<file path="config.mk">
export PLATFORM = sky130hd
export DESIGN_NAME = store_buffer
export DESIGN_NICKNAME = d
export VERILOG_FILES = /design/src/rtl/sb_pkg.sv /design/src/rtl/sb_match.sv /design/src/rtl/store_buffer.sv
export SDC_FILE = /design/constraint.sdc
export NUM_CORES = 1
export LEC_CHECK = 0
export ABC_AREA = 0
export CAP_MARGIN = 20
export CORE_ASPECT_RATIO = 1.5
export CORE_MARGIN = 2
export CORE_UTILIZATION = 57
export CTS_CLUSTER_DIAMETER = 40
export DETAILED_ROUTE_END_ITERATION = 12
export GPL_ROUTABILITY_DRIVEN = 0
export HOLD_SLACK_MARGIN = 0.1
export PLACE_DENSITY = 0.89
export SYNTH_ARGS = -nofsm -noshare
export SYNTH_HDL_FRONTEND = slang
export SYNTH_HIERARCHICAL = 1
export SYNTH_SLANG_ARGS = --single-unit
</file>
<file path="constraint.sdc">
create_clock -name clk -period 11.2 [get_ports clk]
set_clock_uncertainty 0.15 [all_clocks]
set_input_delay 1.12 -clock clk [delete_from_list [all_inputs] [get_ports clk]]
set_output_delay 1.12 -clock clk [all_outputs]
set_load 0.01 [all_outputs]
</file>
<file path="src/rtl/sb_pkg.sv">
// Shared definitions for the store buffer: entry layout, default geometry
// and the address-index helper used by the buffer and its match logic.
package sb_pkg;

  localparam int unsigned SB_DEPTH = 4;
  localparam int unsigned SB_AW    = 10;
  localparam int unsigned SB_PTR_W = $clog2(SB_DEPTH);

  // addr is held zero-extended to 32 bits; only the low AW bits are ever
  // non-zero, so unused upper flops are constant and fall away.
  typedef struct packed {
    logic [31:0] addr;
    logic [31:0] data;
  } sb_entry_t;

  // Keep the memory index bits of a word address, clear the rest.
  function automatic logic [31:0] sb_idx_addr(input logic [31:0] a,
                                              input int unsigned aw);
    logic [63:0] mask;
    mask = (64'd1 << aw) - 64'd1;
    return a & mask[31:0];
  endfunction

endpackage

</file>
<file path="src/rtl/sb_match.sv">
// Youngest-match search over the store buffer entries.
// Ports:
//   entries  in   buffer storage (physical slots)
//   head     in   slot of the oldest valid entry
//   count    in   number of valid entries
//   addr     in   load word address (upper bits beyond AW ignored)
//   hit      out  some valid entry matches addr
//   idx      out  slot of the youngest matching entry (valid when hit)
module sb_match
  import sb_pkg::*;
#(
  parameter int unsigned DEPTH = SB_DEPTH,
  parameter int unsigned AW    = SB_AW,
  localparam int unsigned PW   = $clog2(DEPTH)
) (
  input  sb_entry_t         entries [DEPTH],
  input  logic [PW-1:0]     head,
  input  logic [PW:0]       count,
  input  logic [31:0]       addr,
  output logic              hit,
  output logic [PW-1:0]     idx
);

  logic [31:0]   key;
  logic [PW-1:0] slot;

  // Walk from oldest (age 0 at head) to youngest; a later match overrides
  // an earlier one, so the last hit seen is the youngest.
  always_comb begin
    hit  = 1'b0;
    idx  = '0;
    slot = '0;
    key  = sb_idx_addr(addr, AW);
    for (int unsigned k = 0; k < DEPTH; k++) begin
      slot = head + PW'(k);
      if (((PW+1)'(k) < count) && (entries[slot].addr == key)) begin
        hit = 1'b1;
        idx = slot;
      end
    end
  end

endmodule

</file>
<file path="src/rtl/store_buffer.sv">
// Posted-write buffer between the MEM stage and word-addressed data memory.
// Stores enter an in-order FIFO and drain one per cycle when the port is
// free; loads forward from the youngest matching buffered store.
// Ports:
//   clk, rst        clock, synchronous active-high reset
//   memWrite/Read   MEM-stage store / load request (mutually exclusive)
//   address         word index; bits above AW ignored for matching
//   writeData       store data
//   sync            fence: stall until the buffer is empty
//   readData        load result (combinational)
//   stall           pipeline hold (combinational)
//   dmemBusy        memory port owned by another master this cycle
//   dmemReadData    memory read data, combinational on dmemAddress
//   dmemAddress     memory port address
//   dmemWriteData   memory port write data
//   dmemWrite       write strobe (memory commits on following negedge)
//   dmemRead        read strobe
module store_buffer
  import sb_pkg::*;
#(
  parameter int unsigned DEPTH = SB_DEPTH,
  parameter int unsigned AW    = SB_AW
) (
  input  logic        clk,
  input  logic        rst,
  input  logic        memWrite,
  input  logic        memRead,
  input  logic [31:0] address,
  input  logic [31:0] writeData,
  input  logic        sync,
  output logic [31:0] readData,
  output logic        stall,
  input  logic        dmemBusy,
  input  logic [31:0] dmemReadData,
  output logic [31:0] dmemAddress,
  output logic [31:0] dmemWriteData,
  output logic        dmemWrite,
  output logic        dmemRead
);

  localparam int unsigned PW       = $clog2(DEPTH);
  localparam logic [PW:0]   CNT_ONE  = (PW+1)'(1);
  localparam logic [PW:0]   CNT_FULL = (PW+1)'(DEPTH);
  localparam logic [PW-1:0] PTR_ONE  = PW'(1);

  sb_entry_t     entries_q [DEPTH];
  sb_entry_t     entries_d [DEPTH];
  logic [PW-1:0] head_q, head_d;
  logic [PW-1:0] tail_q, tail_d;
  logic [PW:0]   count_q, count_d;

  logic          match_hit;
  logic [PW-1:0] match_idx;

  logic hit;
  logic miss_go;
  logic drain;
  logic full;
  logic accept;

  sb_match #(
    .DEPTH (DEPTH),
    .AW    (AW)
  ) u_match (
    .entries (entries_q),
    .head    (head_q),
    .count   (count_q),
    .addr    (address),
    .hit     (match_hit),
    .idx     (match_idx)
  );

  // Port arbitration: a missing load owns the port; draining takes it
  // otherwise. Stall includes the drain term so that a full buffer can pop
  // and push in the same cycle without holding the pipeline.
  always_comb begin
    hit     = memRead && match_hit;
    miss_go = memRead && !match_hit && !dmemBusy;
    full    = (count_q == CNT_FULL);
    drain   = (count_q != '0) && !dmemBusy && !miss_go;
    stall   = (memWrite && full && !drain) ||
              (memRead && !match_hit && dmemBusy) ||
              (sync && (count_q != '0));
    accept  = memWrite && !stall;
  end

  always_comb begin
    entries_d = entries_q;
    head_d    = head_q;
    tail_d    = tail_q;
    count_d   = count_q;
    if (accept) begin
      entries_d[tail_q] = '{addr: sb_idx_addr(address, AW), data: writeData};
      tail_d            = tail_q + PTR_ONE;
    end
    if (drain) begin
      head_d = head_q + PTR_ONE;
    end
    if (accept && !drain) begin
      count_d = count_q + CNT_ONE;
    end else if (!accept && drain) begin
      count_d = count_q - CNT_ONE;
    end
  end

  always_ff @(posedge clk) begin
    if (rst) begin
      head_q  <= '0;
      tail_q  <= '0;
      count_q <= '0;
    end else begin
      head_q  <= head_d;
      tail_q  <= tail_d;
      count_q <= count_d;
    end
  end

  // Entry payload needs no reset: validity comes from head/count only.
  always_ff @(posedge clk) begin
    entries_q <= entries_d;
  end

  always_comb begin
    readData      = '0;
    dmemAddress   = '0;
    dmemWriteData = '0;
    dmemWrite     = 1'b0;
    dmemRead      = 1'b0;
    if (hit) begin
      readData = entries_q[match_idx].data;
    end else if (miss_go) begin
      readData = dmemReadData;
    end
    if (miss_go) begin
      dmemRead    = 1'b1;
      dmemAddress = address;
    end else if (drain) begin
      dmemWrite     = 1'b1;
      dmemAddress   = entries_q[head_q].addr;
      dmemWriteData = entries_q[head_q].data;
    end
  end

endmodule

</file>
Yosys cells after proc, flatten, opt, wreduce, memory -nomap -nowiden --
Cells that the tools add are included.
Storage, ports and cells: register bits after elaboration 263, bits of input ports 102, output and inout bits 99, logic and storage cells 103
Cells by class: $add $sub $neg 6, $lt $le $gt $ge 11, equal/unequal tests 5, multiplexer cells 37, bitwise operators 6, reduce and logical (&&, ||, !) cells 27
Operators by type and width (count):
- binary-select mux 64 bit (select 2 bit) | 5
- 2-to-1 mux 64 bit | 9
- bitwise mux 256 bit | 1
- 2-to-1 mux 32 bit | 8
- demux 64 bit (select 2 bit) | 1
- equality test 32 x 10 -> 1 bit | 4
- >= comparator 3 bit (second input constant) | 6
- NOT 2 -> 3 bit | 6
- logical AND 1 bit | 17
- 2-to-1 mux 2 bit | 4
- 2-to-1 mux 1 bit | 7
- zero test 1 bit | 6
- less-than comparator 1 x 3 -> 1 bit (first input constant) | 2
- less-than comparator 2 x 3 -> 1 bit (first input constant) | 2
- 2-to-1 mux 3 bit | 2
- adder 2 x 1 -> 2 bit (second input constant) | 2
- adder 2 bit (second input constant) | 2
- adder 3 x 1 -> 3 bit (second input constant) | 1
- equality test 3 bit (second input constant) | 1
- less-than comparator 3 x 1 -> 1 bit (second input constant) | 1
- nonzero test 3 bit | 1
- subtractor 3 x 1 -> 3 bit (second input constant) | 1
- logical OR 1 bit | 2
- nonzero test 2 bit | 1

Logic depth before layout (Yosys ltp) --
Gate-level depths: netlist (run 1).
depth after elaboration 25, gate-level depth with buffers 20

Modules after synthesis --
The synthesis (run 1) kept the hierarchy.
By module, submodules not included:
- store_buffer | times used 1, cells an instance 432, area each 8075.2 µm², seq. area each 5185.0 µm²
- sb_match | times used 1, cells an instance 214, area each 2144.6 µm², seq. area each 0.0 µm²

Worst setup path before layout (run 1) --
No wires, ideal clock.
path kind in2out, start point input address[1], end point output readData[10], data arrival time 3.684 ns, data required time 9.930 ns, path slack 6.246 ns, stages on the path 10, buffers on the path 2, cell sequence xor2_1 > or4_1 > or2_1 > a211oi_4 > o211ai_1 > o311ai_1 > buf_2 > buf_2 > mux4_2 > a22o_1
Between the ends: longest elaborated chain between the ends 11
Ends and longest elaborated chain:
- from (decl) | RTL line store_buffer.sv:28 | input logic [31:0] address,
- equality test 32 x 10 -> 1 bit | RTL line sb_match.sv:36 | if (((PW+1)'(k) < count) && (entries[slot].addr == key)) begin
- logical AND 1 bit | RTL line sb_match.sv:36
- 2-to-1 mux 2 bit (3 in a row) | RTL line sb_match.sv:36
- 2-to-1 mux 2 bit (*) | RTL line sb_match.sv:36
- via match_idx[0] | RTL line store_buffer.sv:53 | logic [PW-1:0] match_idx;
- NOT 2 -> 3 bit (not written as such) (*) | RTL line store_buffer.sv:130 | readData = entries_q[match_idx].data;
- binary-select mux 64 bit (select 2 bit) (*) | RTL line store_buffer.sv:130
- 2-to-1 mux 32 bit (not written as such) (*) (2 in a row) | RTL line store_buffer.sv:130
- 2-to-1 mux 32 bit (*) | RTL line store_buffer.sv:129 | if (hit) begin
- to (decl) | RTL line store_buffer.sv:31 | output logic [31:0] readData,
The timed path passes the listed nets; every way through them passes the cells marked *. The select of a mux whose other input is x is not followed.

Worst setup path after layout (run 1) --
start point register head_q[0], end point output readData[28]
Between the ends: longest elaborated chain between the ends 15
Ends and longest elaborated chain:
- from (decl) | RTL line store_buffer.sv:48 | logic [PW-1:0] head_q, head_d;
- from (signal assigned) | RTL line store_buffer.sv:108 | head_q <= '0;
- from (signal assigned) | RTL line store_buffer.sv:112 | head_q <= head_d;
- adder 2 x 1 -> 2 bit or NOT 2 -> 3 bit (tied branches) | RTL line sb_match.sv:35, sb_match.sv:36
- NOT 2 -> 3 bit (not written as such) or binary-select mux 64 bit (select 2 bit) (tied branches) | RTL line sb_match.sv:36
- binary-select mux 64 bit (select 2 bit) or 2-to-1 mux 64 bit (tied branches)
- 2-to-1 mux 64 bit, on equally long branches
- 2-to-1 mux 64 bit (not written as such) or equality test 32 x 10 -> 1 bit (tied branches) | RTL line sb_match.sv:36
- equality test 32 x 10 -> 1 bit or logical AND 1 bit (tied branches) | RTL line sb_match.sv:36
- logical AND 1 bit or 2-to-1 mux 2 bit (tied branches) | RTL line sb_match.sv:36
- 2-to-1 mux 2 bit (2 in a row) | RTL line sb_match.sv:36
- 2-to-1 mux 2 bit (*) | RTL line sb_match.sv:36
- via match_idx[0] | RTL line store_buffer.sv:53
- NOT 2 -> 3 bit (not written as such) (*) | RTL line store_buffer.sv:130
- binary-select mux 64 bit (select 2 bit) (*) | RTL line store_buffer.sv:130
- 2-to-1 mux 32 bit (not written as such) (*) (2 in a row) | RTL line store_buffer.sv:130
- 2-to-1 mux 32 bit (*) | RTL line store_buffer.sv:129
Marks and branches as above.

==> results.txt, run 1 <==
Status: complete, no violations
Synth Area in Compound Gates: 6.29%
Setup_tns: 0 ps
Largest family of logic cells by synthesized area: multiplexers
MaxCap Viol Count: 0
Worst Setup Path Type: reg -> out
Vias in the first global route: 7756
DR vias: 7426
Post-Synth Adder-Cell Area: 0.808%
Hold_buf cts: 0
Leakage: 4.41 nW
DRC violations left: 0
Final wirelength: 27800 um
Vias per inst: 6.39
H-Tree Depth: 4
Post-synthesis xor/xnor area fraction: 3.69%
Clk slew on worst S/H paths: 80 ps
Mux contribution to synthesized area: 26.2%
Avg Cell Area, Syn: 15.8 sq um
Tmin final: 7360 ps
Final hold vios: 0
Slew HR: 27.4%
TritonCTS Buffers: 17
Overflow after GRT: 0
Worst-margin pin slew: 1090 ps
Flops & latches, synth: 175
Largest area contributor in the netlist: edfxtp_1
CTS tree: done
Die Area: 0.0190 sq mm
Post-synth top area share: 49.4%
Post-Route Hold Slack: 395 ps
DRT Pass-1 Iters: 5
PostCTS Resize Cnt: 0
Design Power: 0.00200 W
Number of I/O port buffers: 200
Setup violations, final: 0
Peak VDD IR: 185 uV
Main synth FF type: edfxtp_1
Pwr Density: 150 mW/mm^2
Fin util: 75.1%
Placed cell count: 1129
WL/cell: 23.9 um
Post-route ant nets: 0
Worst-Skew Late Latency: 420 ps
Crit path arrival time: 6090 ps
Crit path capture type: output port
Largest net degree at the start of global routing: 54
Number of synthesized flops with an enable pin: 168
Initial antenna violation count: 1
Die width: 113 um
First-pass GRT wire length: 43100 um
Final period util: 65.7%
Fmax achieved: 136 MHz
P&R area growth vs syn: 30.7%
Seq/Total Area, Yosys: 50.7%
Startpoint types: register
Layout net count: 1039
I/O pin count: 201
Detailed placer's ending HPWL: 17800 um
Starting Density: 57.4%
RSZ-0062 raised after global routing: false
Longest Clk Path Bufs: 2
Area contributors post-synth: edfxtp_1 49%, mux4_2 26%, a22o_1 3.6%, and2_1 2.4%, xnor2_1 2.4%
Fraction of registers with async set/reset: 0%
Yosys Warn Count: 6
Worst EP required: 9930 ps
CTS Root Cell: clkbuf_16
Hold Crit Class: reg -> reg
CP Max Fanout: 50
Row Count: 60
Total core area: 0.0178 sq mm
Die height: 168 um
Final cell count without fillers: 1162
Iter 0 DRT Violations: 579
Clk sinks: 175
Post-synth design cell area: 0.0102 sq mm
Cell count after synthesis: 646
Area share of and/or/nand/nor cells after synthesis: 9.29%
Total GRT Usage: 30.0%
Setup Fix Bufs, Post-CTS: 0
Slew Limit Fails: 0
Layout cells sized above 1: 18.8%
Post-synth cell types: 57
## flip-flops by register name, summed over array words and instances (netlist names)
register	flops
head_q	2
tail_q	2
entries_q	168
count_q	3
## critical path, cell delays in order, from the launching register on
cell,delay [ps]
dfxtp_4,680
buf_4,780
mux4_1,660
xor2_1,150
or4_1,480
or2_1,270
a211oi_4,290
o211ai_1,200
o311ai_4,150
buf_4,570
mux4_2,650
a22o_1,230
clkdlybuf4s50_1,480
## metal layers
layer | track usage (%) | share of wire (%) | vias to the layer above | routed length, um
met5 | 0 | 0 | - | 0
met4 | 15.9 | 4.5 | 0 | 1250
met1 | 35.5 | 34 | 3701 | 9330
met3 | 5.26 | 7.7 | 79 | 2150
li1 | - | - | 3193 | -
met2 | 52.1 | 54 | 453 | 15000
## final cells by class
cell class                 count  area (sq um)
timing repair buffer         212          2090
fill                        1041          4430
clock inverter                15           174
tap                          217           272
sequential                   175          5190
antenna                        1          2.50
inverter                       9          33.8
clock buffer                  17           425
multi-input combinational    516          5170
## cells in the mapped netlist, types with 11 or more instances
master    count
edfxtp_1    168
mux4_2      116
a22o_1       42
and2_1       40
xnor2_1      28
and3_1       23
clkbuf_1     22
nor4_1       20
buf_2        19
nor2_1       17
nand4_1      16
xor2_1       15
nor3_1       12
nand3_1      11
## cell families after synthesis
logic type | Yosys count
muxes | 121
DFF | 175
AOI/OAI and AO/OA | 78
adders and majority gates | 6
and+or+nand+nor | 163
other | 1
buffers and inverters | 59
xor gates and xnor gates | 43
## layout by cell type (no fill, tap or decap), drive strengths merged, types with 2 or more instances in the layout
| master | Yosys | final |
|---|---|---|
| nor2 | 17 | 17 |
| and2 | 40 | 40 |
| mux2i | 3 | 3 |
| a211o | 2 | 2 |
| xor2 | 15 | 15 |
| xnor2 | 28 | 28 |
| clkbuf | 22 | 17 |
| ha | 5 | 5 |
| clkdlybuf4s50 | 0 | 200 |
| a22o | 42 | 42 |
| buf | 28 | 12 |
| nand2 | 10 | 10 |
| or2 | 2 | 2 |
| or3 | 4 | 4 |
| inv | 8 | 16 |
| nand3 | 11 | 11 |
| mux4 | 117 | 117 |
| a31o | 3 | 3 |
| dfxtp | 7 | 7 |
| o21ai | 6 | 6 |
| conb | 1 | 105 |
| a21oi | 6 | 6 |
| clkinv | 1 | 8 |
| a31oi | 2 | 2 |
| nor3 | 13 | 13 |
| nor4 | 22 | 22 |
| o211ai | 2 | 2 |
| nand4 | 16 | 16 |
| and3 | 23 | 23 |
| a221oi | 2 | 2 |
| nand2b | 2 | 2 |
| edfxtp | 168 | 168 |
## metrics by stage
step | instance area, sq um | worst slack, ps
detailed placement | 12800 | 4250
global placement | 12800 | 4380
global route | 13400 | 3410
CTS | 13400 | 3740
floorplan | 10600 | 6250
finish | 13400 | 3840
## power breakdown
part           total (W)  internal, W  switching [W]  leakage [nW]
Combinational   0.000562     0.000302       0.000260          2.53
Sequential      0.000855     0.000792      0.0000634          1.59
Clock           0.000587     0.000302       0.000285         0.292
## final timing paths
path	start	to	slack, ps	cells past startpoint
worst max-delay path	head_q[0]$_SDFFE_PP0N_	readData[28]	3840	12
worst max register to register	head_q[0]$_SDFFE_PP0N_	count_q[2]$_SDFFE_PP0P_	5210	18
worst min-delay path	tail_q[1]$_SDFFE_PP0P_	tail_q[1]$_SDFFE_PP0P_	390	2
worst min register to register	tail_q[1]$_SDFFE_PP0P_	tail_q[1]$_SDFFE_PP0P_	390	2
(Power assumes the default switching activity.)
==> run 2, diff against run 1 <==
--- a/config.mk
+++ b/config.mk
@@ -9,12 +9,12 @@
 export CAP_MARGIN = 20
 export CORE_ASPECT_RATIO = 1.5
 export CORE_MARGIN = 2
-export CORE_UTILIZATION = 57
+export CORE_UTILIZATION = 53
 export CTS_CLUSTER_DIAMETER = 40
 export DETAILED_ROUTE_END_ITERATION = 12
 export GPL_ROUTABILITY_DRIVEN = 0
 export HOLD_SLACK_MARGIN = 0.1
-export PLACE_DENSITY = 0.89
+export PLACE_DENSITY = 0.84
 export SYNTH_ARGS = -nofsm -noshare
 export SYNTH_HDL_FRONTEND = slang
 export SYNTH_HIERARCHICAL = 1
==> constraint.sdc (replaced) <==
create_clock -name clk -period 7.2 [get_ports clk]
set_clock_uncertainty 0.15 [all_clocks]
set_input_delay 0.72 -clock clk [delete_from_list [all_inputs] [get_ports clk]]
set_output_delay 0.72 -clock clk [all_outputs]
set_load 0.01 [all_outputs]
==> results.txt, run 2 (synthesized netlist as in run 1, its figures left out) <==
Status: complete, no violations
Setup_tns: 0 ps (unchanged)
Pwr Density: 233 mW/mm^2 (+56%)
RSZ-0062 raised after global routing: false
Starting Density: 53.8% (-3.7 points)
Final hold vios: 0 (unchanged)
Top Registers: entries_q: 168 flops, count_q: 3 flops
PostCTS Resize Cnt: 0 (unchanged)
Die Area: 0.0204 sq mm (+7.3%)
WL/cell: 21.8 um (-8.9%)
Die width: 117 um (+3.6%)
Peak VDD IR: 213 uV (+15%)
Crit path arrival time: 5620 ps (-470 ps)
Initial antenna violation count: 0 (-1)
Longest Clk Path Bufs: 2 (unchanged)
Final instance area: 0.0135 sq mm (+0.73%)
DR vias: 7136 (-3.9%)
Tmin final: 6490 ps
Setup WS post-layout: 710 ps (-3130 ps)
Total GRT Usage: 26.5% (-3.5 points)
Max reg flops: 168 (unchanged)
Worst-Skew Late Latency: 430 ps (about the same)
Row Count: 62 (+3.3%)
Pre-CTS setup slack: 1210 ps (-3040 ps)
First-pass GRT wire length: 41300 um (-4.2%)
Fmax achieved: 154 MHz
Final wirelength: 26200 um (-5.6%)
Leakage: 4.44 nW (+0.57%)
Detailed placer's ending HPWL: 17900 um (+0.72%)
Number of I/O port buffers: 200 (unchanged)
Worst Setup Path Type: reg -> out
Worst-margin pin slew: 1010 ps (-81.8 ps)
Largest net degree at the start of global routing: 67 (+24%)
Setup violations, final: 0 (unchanged)
Iter 0 DRT Violations: 599 (+3.5%)
Clk sinks: 175 (unchanged)
Hold Crit Class: reg -> reg
Most frequent cells in the layout: 200 x clkdlybuf4s50_1, 168 x edfxtp_1, 116 x mux4_2
Hold_buf cts: 0 (unchanged)
Layout cells sized above 1: 19.2% (+0.45 points)
Post-DP Area: 0.0128 sq mm (+0.62%)
Total core area: 0.0190 sq mm (+6.8%)
Slew HR: 32.8% (+5.5 points)
MaxCap Viol Count: 0 (unchanged)
Crit path capture type: output port
CP Max Fanout: 66 (+32%)
Layout net count: 1043 (+0.38%)
Startpoint types: register
Die height: 174 um (+3.6%)
Slew Limit Fails: 0 (unchanged)
DRT Pass-1 Iters: 5 (unchanged)
Overflow after GRT: 0 (unchanged)
P&R area growth vs syn: 31.7%
Post-route ant nets: 0 (unchanged)
CTS Root Cell: clkbuf_16
Commonest non-fill, non-tap cell in the layout: clkdlybuf4s50_1
Clk slew on worst S/H paths: 70 ps (about the same)
H-Tree Depth: 4 (unchanged)
Worst EP required: 6330 ps (-3600 ps)
I/O pin count: 201 (unchanged)
Vias in the first global route: 7514 (-3.1%)
TritonCTS Buffers: 17 (unchanged)
Biggest register: entries_q
Inserted Diodes: 0 (-1)
CTS tree: done
Vias per inst: 5.93 (-7.3%)
Post-Route Hold Slack: 387 ps (-7.27 ps)
Final cell count without fillers: 1204 (+3.6%)
DRC violations left: 0 (unchanged)
Setup Fix Bufs, Post-CTS: 0 (unchanged)
Final period util: 90.1%
Placed cell count: 1172 (+3.8%)
[run 2: layout make-up]
| cell class | count | area (sq um) |
|---|---|---|
| Clock buffer | 18 | 439 |
| Clock inverter | 14 | 181 |
| Fill cell | 1220 | 5550 |
| Inverter | 9 | 33.8 |
| Multi-Input combinational cell | 516 | 5170 |
| Sequential cell | 175 | 5190 |
| Tap cell | 256 | 320 |
| Timing Repair Buffer | 216 | 2120 |
[run 2: stage by stage]
stage	power, W	util (%)
after global routing	0.00328	70.8
after global placement	0.00218	67.5
after floorplan	0.00189	-
after CTS	0.00316	70.8
after detailed placement	0.00220	67.5
final	0.00314	70.8
[run 2: final timing paths]
path	from	endpoint	slack [ps]	cells past startpoint
worst max register to register	head_q[1]$_SDFFE_PP0N_	entries_q[89]$_DFFE_PP_	1610	13
worst min register to register	tail_q[1]$_SDFFE_PP0P_	tail_q[1]$_SDFFE_PP0P_	390	2
worst min-delay path	tail_q[1]$_SDFFE_PP0P_	tail_q[1]$_SDFFE_PP0P_	390	2
worst max-delay path	head_q[1]$_SDFFE_PP0N_	readData[9]	710	12
[run 2: where the power goes]
group	internal [W]	switching, W
combinational	0.000472	0.000382
sequential	0.00123	0.000104
clock	0.000561	0.000390
[run 2: per-layer routing]
| metal | vias to the layer above | part of all wire, % | track usage [%] |
|---|---|---|---|
| li1 | 3190 | - | - |
| met1 | 3597 | 35 | 30.2 |
| met2 | 305 | 56 | 49.0 |
| met3 | 44 | 6.3 | 5.48 |
| met4 | 0 | 2.4 | 9.54 |
| met5 | - | 0 | 0 |
[run 2: worst max-delay path, stage by stage (launching register included)]
cell,delay (ps)
dfxtp_4,910
buf_4,550
mux4_2,570
xnor2_1,170
nand4_1,110
nor3_1,380
and2_1,230
nand2_1,110
o311ai_4,110
buf_4,590
mux4_2,620
a22o_1,220
clkdlybuf4s50_1,490
